### config.mk
export PLATFORM = sky130hd
export DESIGN_NAME = pwm_dead_time
export DESIGN_NICKNAME = d
export VERILOG_FILES = /design/src/rtl/pwm_dead_time_pkg.sv /design/src/rtl/pwm_dead_time_inserter.sv /design/src/rtl/pwm_dead_time.sv
export SDC_FILE = /design/constraint.sdc
export NUM_CORES = 1
export LEC_CHECK = 0
export BUFFER_PORTS_ARGS = -buffer_cell sky130_fd_sc_hd__buf_2
export CORE_MARGIN = 2
export CORE_UTILIZATION = 30
export CTS_BUF_LIST = sky130_fd_sc_hd__clkbuf_4 sky130_fd_sc_hd__clkbuf_8
export CTS_CLUSTER_SIZE = 14
export DETAILED_ROUTE_END_ITERATION = 6
export PLACE_DENSITY = 0.54
export SKIP_CTS_REPAIR_TIMING = 1
export SLEW_MARGIN = 20
export SYNTH_ARGS = -nofsm -noshare
export SYNTH_HDL_FRONTEND = slang
export SYNTH_SLANG_ARGS = --single-unit
### constraint.sdc
create_clock -name clock -period 2.4 [get_ports clock]
set_clock_uncertainty 0.15 [all_clocks]
set_input_delay 0.36 -clock clock [delete_from_list [all_inputs] [get_ports clock]]
set_output_delay 0.36 -clock clock [all_outputs]
set_load 0.01 [all_outputs]
### src/rtl/pwm_dead_time_pkg.sv
// Shared definitions for the PWM dead-time output stage: FSM state encoding.
`ifndef PWM_DEAD_TIME_PKG_SV
`define PWM_DEAD_TIME_PKG_SV

package pwm_dead_time_pkg;

   localparam int STATE_WIDTH = 3;

   localparam logic [STATE_WIDTH-1:0] STATE_OFF       = 3'd0;
   localparam logic [STATE_WIDTH-1:0] STATE_LOW       = 3'd1;
   localparam logic [STATE_WIDTH-1:0] STATE_DEAD_RISE = 3'd2;
   localparam logic [STATE_WIDTH-1:0] STATE_HIGH      = 3'd3;
   localparam logic [STATE_WIDTH-1:0] STATE_DEAD_FALL = 3'd4;

   typedef enum logic [STATE_WIDTH-1:0] {
      ST_OFF       = STATE_OFF,
      ST_LOW       = STATE_LOW,
      ST_DEAD_RISE = STATE_DEAD_RISE,
      ST_HIGH      = STATE_HIGH,
      ST_DEAD_FALL = STATE_DEAD_FALL
   } dt_state_e;

endpackage

`endif

### src/rtl/pwm_dead_time_inserter.sv
// Dead-time inserter: turns the raw PWM level into a non-overlapping
// high-side/low-side gate drive pair.
//
//   state      | meaning
//   -----------+---------------------------------------------------------
//   OFF        | disabled or just out of reset, both gates off
//   LOW        | low-side gate on
//   DEAD_RISE  | both off, counting dead time before the high side turns on
//   HIGH       | high-side gate on
//   DEAD_FALL  | both off, counting dead time before the low side turns on
//
// Gate outputs decode straight from the state register, so an async reset
// drops both gates without waiting for a clock.
module dead_time_inserter
   import pwm_dead_time_pkg::*;
#(
   parameter int dead_time_width = 8
) (
   input  logic                       clock,
   input  logic                       reset,
   input  logic                       enable,
   input  logic                       pwm_raw,
   input  logic [dead_time_width-1:0] dead_time,
   output logic                       pwm_high,
   output logic                       pwm_low
);

   localparam logic [dead_time_width-1:0] dead_one = {{(dead_time_width-1){1'b0}}, 1'b1};

   dt_state_e                  state;
   dt_state_e                  state_nxt;
   logic [dead_time_width-1:0] dead_cnt;
   logic [dead_time_width-1:0] dead_cnt_nxt;
   logic                       dead_zero;
   logic                       cnt_done;

   assign dead_zero = (dead_time == '0);
   assign cnt_done  = (dead_cnt == '0);

   // State register and dead-time down-counter.
   always_ff @(posedge clock or negedge reset) begin
      if (!reset) begin
         state    <= ST_OFF;
         dead_cnt <= '0;
      end else begin
         state    <= state_nxt;
         dead_cnt <= dead_cnt_nxt;
      end
   end

   // Next-state logic; a dead interval loads its length only when it starts.
   always_comb begin
      state_nxt    = state;
      dead_cnt_nxt = dead_cnt;
      if (!enable) begin
         state_nxt = ST_OFF;
      end else begin
         case (state)
            ST_OFF, ST_LOW: begin
               if (pwm_raw) begin
                  if (dead_zero) begin
                     state_nxt = ST_HIGH;
                  end else begin
                     state_nxt    = ST_DEAD_RISE;
                     dead_cnt_nxt = dead_time - dead_one;
                  end
               end else begin
                  state_nxt = ST_LOW;
               end
            end
            ST_DEAD_RISE: begin
               if (!pwm_raw) begin
                  state_nxt = ST_LOW;
               end else if (cnt_done) begin
                  state_nxt = ST_HIGH;
               end else begin
                  dead_cnt_nxt = dead_cnt - dead_one;
               end
            end
            ST_HIGH: begin
               if (!pwm_raw) begin
                  if (dead_zero) begin
                     state_nxt = ST_LOW;
                  end else begin
                     state_nxt    = ST_DEAD_FALL;
                     dead_cnt_nxt = dead_time - dead_one;
                  end
               end
            end
            ST_DEAD_FALL: begin
               if (pwm_raw) begin
                  state_nxt = ST_HIGH;
               end else if (cnt_done) begin
                  state_nxt = ST_LOW;
               end else begin
                  dead_cnt_nxt = dead_cnt - dead_one;
               end
            end
            default: begin
               state_nxt = ST_OFF;
            end
         endcase
      end
   end

   assign pwm_high = (state == ST_HIGH);
   assign pwm_low  = (state == ST_LOW);

endmodule

### src/rtl/pwm_dead_time.sv
// Single-channel PWM output stage fed by the upstream period counter.
// Compare and dead time are shadowed at period boundaries so mid-period
// writes never produce a partial pulse.
module pwm_dead_time
   import pwm_dead_time_pkg::*;
#(
   parameter int bit_width       = 32,
   parameter int dead_time_width = 8
) (
   input  logic                       clock,
   input  logic                       reset,
   input  logic                       enable,
   input  logic [bit_width-1:0]       counter_value,
   input  logic                       counter_overflow,
   input  logic [bit_width-1:0]       compare_value,
   input  logic [dead_time_width-1:0] dead_time,
   output logic                       pwm_raw,
   output logic                       pwm_high,
   output logic                       pwm_low,
   output logic                       update_strobe
);

   logic [bit_width-1:0]       shadow_compare;
   logic [dead_time_width-1:0] shadow_dead;
   logic [bit_width-1:0]       eff_compare;

   // On the period-start cycle the new compare is used directly, so the first
   // count of a period never sees the stale shadow value.
   assign eff_compare = counter_overflow ? compare_value : shadow_compare;

   // Shadow registers track the inputs while disabled and reload at period start.
   always_ff @(posedge clock or negedge reset) begin
      if (!reset) begin
         shadow_compare <= '0;
         shadow_dead    <= '0;
         update_strobe  <= 1'b0;
      end else begin
         if (!enable || counter_overflow) begin
            shadow_compare <= compare_value;
            shadow_dead    <= dead_time;
         end
         update_strobe <= enable && counter_overflow;
      end
   end

   // Registered compare result.
   always_ff @(posedge clock or negedge reset) begin
      if (!reset) begin
         pwm_raw <= 1'b0;
      end else begin
         pwm_raw <= enable && (counter_value < eff_compare);
      end
   end

   dead_time_inserter #(
      .dead_time_width (dead_time_width)
   ) u_dead_time_inserter (
      .clock     (clock),
      .reset     (reset),
      .enable    (enable),
      .pwm_raw   (pwm_raw),
      .dead_time (shadow_dead),
      .pwm_high  (pwm_high),
      .pwm_low   (pwm_low)
   );

endmodule

## Word-level counts from Yosys, hierarchy flattened

Index checks and enable logic that the tools add are counted.
Widths: inputs -> output; s select.

- Word-level logic and storage cells: 49
- Memories: 0
- Input port bits: 76
- Latch bits: 0
- Output and inout bits: 4
- Flip-flop bits (word level): 53
- ROM bits: 0
- RAM bits: 0

- Add/sub/neg operators: 2
- Multipliers: 0
- Eq/ne operators: 11
- Mux-type cells: 18
- Order comparisons: 1
- Reductions and logical operators: 11
- Bitwise logic cells: 0
- Shifts and indexed selects: 0
- Divide/modulo/power cells: 0

Operators with widths:

| kind | number |
|---|---|
| $mux 8 | 6 |
| $lt 32x32->1 | 1 |
| $mux 32 | 1 |
| $pmux 8 s4 | 1 |
| $mux 3 | 7 |
| $logic_not 8->1 | 2 |
| $sub 8x1->8 const B | 2 |
| $pmux 3 s4 | 1 |
| $ne 2x2->1 const B | 4 |
| $ne 4x3->1 const B | 2 |
| $eq 3x2->1 const B | 2 |
| $reduce_and 6->1 | 1 |
| $reduce_bool 4->1 | 1 |
| $eq 3x1->1 const B | 1 |
| $eq 3x3->1 const B | 1 |
| $logic_not 3->1 | 1 |
| $ne 3x3->1 const B | 1 |
| $reduce_and 3->1 | 1 |
| $logic_and 1x1->1 | 2 |
| $mux 2 | 1 |
| $reduce_or 2->1 | 1 |
| $logic_not 1->1 | 1 |
| $logic_or 1x1->1 | 1 |
| $mux 1 | 1 |

## Depth between registers and ports, before layout

Gate-level depths: netlist of run 1.

- Word-level depth: 5
- Mapped depth: 11
- Gate-level depth less buffers: 9

## Modules after synthesis

From an unflattened synthesis of run 1, not the netlist that was laid out.

- Cells, all modules: 308
- Area total of the unflattened synthesis: 3593.4 um2

By module, submodules not included:

| module | cells an instance | sequential area each (um2) | times used | area an instance (um2) |
|---|---|---|---|---|
| pwm_dead_time | 209 | 1051.0 | 1 | 2747.6 |
| dead_time_inserter | 99 | 275.3 | 1 | 845.8 |

## Worst setup path after synthesis of run 1

No wires, ideal clock.

- Path kind: input-to-reg
- From: input port counter_overflow
- To: register pwm_raw
- Buffers on the path: 2
- Stages: 10
- Library setup time: 0.124 ns
- Required time: 2.126 ns
- Data arrival time: 2.352 ns
- Path slack: -0.226 ns
- Cells stage by stage: buf_2 buf_1 mux2i_1 ha_1 nand4_1 nor4_1 a21oi_1 o211ai_1 a21oi_1 o31a_1

- Cells in the longest elaborated chain, start to end: 3

Ends and longest elaborated chain:

| element | RTL line | text |
|---|---|---|
| start: declaration | pwm_dead_time.sv:14 | `input logic counter_overflow,` |
| $mux 32 | pwm_dead_time.sv:29 | `assign eff_compare = counter_overflow ? compare_value : shadow_compare;` |
| $lt 32x32->1 | pwm_dead_time.sv:51 | `pwm_raw <= enable && (counter_value < eff_compare);` |
| $logic_and 1x1->1 | pwm_dead_time.sv:51 |  |
| end signal: assignment | pwm_dead_time.sv:51 |  |
| end: declaration | pwm_dead_time.sv:17 | `output logic pwm_raw,` |

No other way between the ends.
A chain may end at the register's enable or synchronous reset.

## Worst setup path in the final report of run 1

- From: register u_dead_time_inserter.state[1]
- To: register u_dead_time_inserter.dead_cnt[2]

- Cells in the longest elaborated chain, start to end: 4
- Elaborated cells between the ends (all ways): 13
- Classes of those cells: 8 x eq/ne; 1 x mux; 4 x reduce/logical

Ends and longest elaborated chain:

| element | RTL line | text |
|---|---|---|
| start: declaration | pwm_dead_time_inserter.sv:30 | `dt_state_e state;` |
| start signal: assignment | pwm_dead_time_inserter.sv:46 | `state <= state_nxt;` |
| $eq 3x1->1 or $logic_not 3->1 (tied branches) | pwm_dead_time_inserter.sv:58 | `case (state)` |
| $reduce_or 2->1 | pwm_dead_time_inserter.sv:58 |  |
| $reduce_bool 4->1 (no line) or $ne 2x2->1 (tied branches) | -- |  |
| $reduce_and 6->1 (no line) | -- |  |
| end signal: assignment | pwm_dead_time_inserter.sv:47 | `dead_cnt <= dead_cnt_nxt;` |
| end: declaration | pwm_dead_time_inserter.sv:32 | `logic [dead_time_width-1:0] dead_cnt;` |

Several ways; a longest one is shown, not always the timed one.

==> impl_metrics.json, run 1 <==
{
  "synthesis.area_sq_um": 3420,
  "grt_max_degree": 32,
  "dr.pass1.iters": 4,
  "ys.flop_type": "dfrtp_1",
  "antenna_found_initial": 0,
  "cp_top_family": "compound AO/OA/AOI/OAI gates",
  "antennaDiodeCount": 0,
  "fin_area_sq_um": 4280,
  "grt_pass1_vias": 2743,
  "gp_congestion": 0.806,
  "clk_latency_ns": 0.30,
  "ys_seq_elements": 53,
  "grt_first_pass_wirelength_microns": 13000,
  "status": "finished clean",
  "boundaryPins": 80,
  "tns_ns": 0,
  "die_area_sq_um": 12300,
  "post-route-period-util": 0.929,
  "path_buf_inv": 1,
  "critPathMaxStageDelay_ns": 0.44,
  "num_rows": 39,
  "setup.worst_path.class": "flop to flop",
  "yosysUniqueCellTypes": 49,
  "dpl.hpwl_microns": 6120,
  "wire_per_inst_microns": 13.9,
  "clk_pin_slew_ns": 0.10,
  "synth_top_area_cell": "dfrtp_1",
  "yosys_warnings": 0,
  "layout_common_cells": "buf_2, dfrtp_1, mux2_1",
  "cts-buffers-inserted": 5,
  "syn_to_final_growth_pct": 25.1,
  "synth_top_area_share": 0.388,
  "first_iter_violations": 62,
  "ant_nets": 0,
  "worstPathRequired_ns": 2.45,
  "async_flop_share": 1.00,
  "synth_area_per_cell_sq_um": 11.0,
  "maxSlewHeadroom": 0.716,
  "grt_setup_unrepaired": "no",
  "fin_cells": 550,
  "ys_seq_area_frac": 0.388,
  "fin_util": 0.380,
  "dp_cells": 540,
  "hold_violations": 0,
  "startpoint_type": "flop",
  "route.detailed.drc": 0,
  "routed_via_density": 4.88,
  "finalNetCount": 514,
  "via_count": 2684,
  "tritoncts": "built",
  "arrival_ns": 2.27,
  "final_common_cell": "buf_2",
  "die_h_microns": 111,
  "clock-root-buffer": "clkbuf_8",
  "h-tree-depth": 2,
  "grt-ovfl-total": 0,
  "die_w_microns": 111,
  "ir_drop_mv": 0.270,
  "max_freq_mhz": 449,
  "worstMarginPinSlew_ns": 0.426,
  "synth_edf_count": 0,
  "clock_sinks": 53,
  "placed_cell_area_sq_um": 4120,
  "slowest_stage": "dfrtp_2",
  "synthCells": 310,
  "critPathCaptureType": "flop",
  "grt_usage": 0.128,
  "final_layout_size_suffix_gt1_frac": 0.300,
  "initial_core_util": 0.304,
  "drv_cap": 0,
  "p_leak_nw": 2.03,
  "clk_path_buf_depth": 2,
  "cp_max_fo": 9,
  "synthTopCellsByArea": "dfrtp_1, mux2_1, ha_1",
  "setup_viol": 0,
  "worstHoldPathType": "primary input to flop",
  "min_period_ns": 2.23,
  "coreArea_sq_um": 11300,
  "port_buffers": 79,
  "power_density_nw_per_um2": 571,
  "synth_nets": 418,
  "report.final.slew_viol_count": 0,
  "drt_wl_total_microns": 7660,
  "path_cells": "buf_4 > or3b_1 > a21oi_1 > o21a_1 > o21ai_4 > a211o_2 > o311a_1",
  "total_power_w": 0.00244
}
per-layer routing:
| layer | share of wire | track usage | routed length, microns |
|---|---|---|---|
| met1 | 0.47 | 0.172 | 3610 |
| met4 | 0.0077 | 0.0258 | 59 |
| met2 | 0.48 | 0.215 | 3670 |
| met5 | 0 | 0 | 0 |
| met3 | 0.040 | 0.0241 | 308 |
per-stage QoR:
stage | hold slack [ns] | setup WS (ns)
after global placement | 0.171 | -0.0268
after detailed placement | 0.174 | -0.101
final | 0.114 | 0.171
after global routing | 0.114 | 0.0358
after CTS | -0.165 | 0.0744
after floorplan | -0.0856 | 0.00970
cells in the mapped netlist, types with 3 or more instances:
cell / number
o311a_1: 3
mux2_1: 40
a21o_1: 6
o21ai_1: 10
buf_6: 3
a21oi_1: 15
nor3_1: 8
nand2_1: 12
nor4_1: 3
a31oi_1: 4
nand2b_1: 7
buf_1: 6
ha_1: 32
dfrtp_1: 53
mux2i_1: 34
nand4_1: 7
nor2_1: 18
o21ai_0: 4
inv_1: 3
final timing paths:
kind	from	end	slack, ns	depth (start not counted)
max in group asynchronous	reset	u_dead_time_inserter.state[1]	1.12	3
min in group asynchronous	reset	shadow_compare[13]	0.36	2
worst max-delay path	u_dead_time_inserter.state[1]	u_dead_time_inserter.dead_cnt[2]	0.17	7
worst max register to register	u_dead_time_inserter.state[1]	u_dead_time_inserter.dead_cnt[2]	0.17	7
worst min-delay path	dead_time[6]	shadow_dead[6]	0.11	2
worst min register to register	shadow_compare[14]	shadow_compare[14]	0.34	1
registers in the layout, summed over array words and instances, names as in the netlist:
signal                         cells
pwm_raw                            1
u_dead_time_inserter.state         3
u_dead_time_inserter.dead_cnt      8
shadow_compare                    32
shadow_dead                        8
update_strobe                      1
cells by family after synthesis:
group	share of synthesized area
flops	0.388
buf+inv	0.0249
compound gates	0.119
simple gates	0.109
xor+xnor	0.00768
mux	0.234
fa+ha+maj	0.117
power breakdown:
group / total (W) / switching (W) / internal, W
logic: 0.000690 / 0.000338 / 0.000352
clock network: 0.000644 / 0.000292 / 0.000352
registers: 0.00111 / 0.0000935 / 0.00102
worst register-to-register path, cell delays in order (launching register included):
cell and delay [ns]:
dfrtp_2 0.44, buf_4 0.15, or3b_1 0.38, a21oi_1 0.13, o21a_1 0.26, o21ai_4 0.14
a211o_2 0.34, o311a_1 0.12
final cells by class:
class                      instances  area (sq um)
fill                            1100          6990
multi-input combinational        241          2030
sequential                        53          1330
timing repair buffer             102           608
tap                              143           179
clock buffer                       7          90.1
clock inverter                     1          30.0
inverter                           3          11.3
Power figures use the tool's default switching activity.
==> run 2, diff against run 1 <==
--- a/config.mk
+++ b/config.mk
@@ -12,6 +12,7 @@
 export CTS_CLUSTER_SIZE = 14
 export DETAILED_ROUTE_END_ITERATION = 6
 export PLACE_DENSITY = 0.54
+export SETUP_SLACK_MARGIN = 0.5
 export SKIP_CTS_REPAIR_TIMING = 1
 export SLEW_MARGIN = 20
 export SYNTH_ARGS = -nofsm -noshare
==> impl_metrics.json, run 2 (synthesis results as in run 1) <==
{
  "grt-ovfl-total": 0,
  "fin_area_sq_um": 4530,
  "wire_per_inst_microns": 14.7,
  "startpoint": "u_dead_time_inserter.state[2]",
  "coreArea_sq_um": 11300,
  "via_count": 2806,
  "grt_setup_unrepaired": "yes",
  "hold_path.startpoint": "dead_time[7]",
  "multi_input_area_sq_um": 2160,
  "m1WireLength_microns": 3880,
  "clock-root-buffer": "clkbuf_8",
  "drv_cap": 0,
  "worstHoldPathType": "primary input to flop",
  "layout_common_cells": "buf_2, dfrtp_1, mux2_1",
  "die_w_microns": 111,
  "power_frac_clock": 0.251,
  "route.detailed.drc": 0,
  "grt_first_pass_wirelength_microns": 13600,
  "syn_to_final_growth_pct": 32.4,
  "clock_sinks": 53,
  "cts-buffers-inserted": 5,
  "maxSlewHeadroom": 0.621,
  "gp_congestion": 0.803,
  "setup_viol": 0,
  "h-tree-depth": 2,
  "die_h_microns": 111,
  "regMostFlops": "shadow_compare",
  "routed_via_density": 4.95,
  "dr_wl_met3_microns": 243,
  "initial_core_util": 0.304,
  "place_ws_ns": -0.102,
  "ir_drop_mv": 0.218,
  "arrival_ns": 2.30,
  "worstMarginPinSlew_ns": 0.568,
  "largest_reg_flops": 32,
  "swShare": 0.320,
  "pwr-share-seq": 0.438,
  "max_freq_mhz": 449,
  "fin_cells": 567,
  "clk_latency_ns": 0.33,
  "drt_wl_total_microns": 8320,
  "dr.pass1.iters": 4,
  "hold_violations": 0,
  "holdWs_ns": 0.101,
  "die_area_sq_um": 12300,
  "critPathCaptureType": "flop",
  "fill_cells": 1122,
  "placed_cell_area_sq_um": 4160,
  "post-route-period-util": 0.928,
  "final_layout_size_suffix_gt1_frac": 0.368,
  "cp_max_fo": 7,
  "grt_max_degree": 25,
  "tritoncts": "built",
  "startpoint_type": "flop",
  "final_common_cell": "buf_2",
  "dr.max_layer_used": "met4",
  "clk_pin_slew_ns": 0.12,
  "boundaryPins": 80,
  "netSwitchingPower_w": 0.000823,
  "ant_nets": 0,
  "antennaDiodeCount": 0,
  "power_density_nw_per_um2": 568,
  "status": "finished clean",
  "ff_latch_area_sq_um": 1330,
  "grt_pass1_vias": 2910,
  "layout_setup_ws_ns": 0.173,
  "port_buffers": 79,
  "report.final.slew_viol_count": 0,
  "total_power_w": 0.00257,
  "power.internal_w": 0.00175,
  "r2r_start": "u_dead_time_inserter.state[2]",
  "finalNetCount": 531,
  "clk_path_buf_depth": 2,
  "min_period_ns": 2.23,
  "comb_power_share": 0.311,
  "reg_top3": "shadow_compare (32), shadow_dead (8), u_dead_time_inserter.dead_cnt (8)",
  "dpl.hpwl_microns": 6270,
  "wl_met2_microns": 4060,
  "antenna_found_initial": 0,
  "dp_cells": 539,
  "worstPathRequired_ns": 2.47,
  "setup.worst_path.class": "flop to flop",
  "p_leak_nw": 2.12,
  "num_rows": 39,
  "grt_usage": 0.136,
  "first_iter_violations": 62
}
-- run 2: power by group through the flow --
stage / Sequential, W / Clock, W / Combinational, W
floorplan: 0.00112 / 0 / 0.000455
global placement: 0.00113 / 0 / 0.000693
detailed placement: 0.00113 / 0 / 0.000711
CTS: 0.00111 / 0.000673 / 0.000713
global route: 0.00115 / 0.000702 / 0.000899
finish: 0.00113 / 0.000646 / 0.000800
-- run 2: layout make-up --
type,count,share of cell area
sequential,53,0.293
tap,143,0.0395
multi-input combinational,242,0.476
inverter,3,0.00249
clock buffer,5,0.0152
clock inverter,3,0.0102
timing repair buffer,118,0.163
-- run 2: stage by stage --
step / utilization / setup TNS, ns
final: 0.402 / 0
after detailed placement: 0.369 / -0.102
after global routing: 0.402 / 0
after CTS: 0.379 / 0
after floorplan: - / 0
after global placement: 0.369 / 0
-- run 2: final timing paths --
path | endpoint | slack, ns | cells past startpoint
min reg2reg | shadow_compare[15] | 0.34 | 1
max reg2reg | u_dead_time_inserter.dead_cnt[6] | 0.17 | 9
max | u_dead_time_inserter.dead_cnt[6] | 0.17 | 9
max in group asynchronous | shadow_dead[0] | 1.03 | 3
min in group asynchronous | shadow_compare[9] | 0.40 | 2
min | shadow_dead[7] | 0.10 | 3
-- run 2: layer usage --
metal / GRT usage / vias up
met2: 0.228 / 52
met4: 0.0425 / 0
met5: 0 / -
li1: - / 1395
met1: 0.179 / 1348
met3: 0.0235 / 11
-- run 2: critical path: stages, from the launching register on --
cell and delay (ns):
dfrtp_2 0.47, nand2b_4 0.16, a21o_4 0.24, mux2i_4 0.21
ha_4 0.21, nand2_2 0.06, nor3_2 0.21, and3_1 0.18
a21oi_1 0.04, o22a_1 0.17
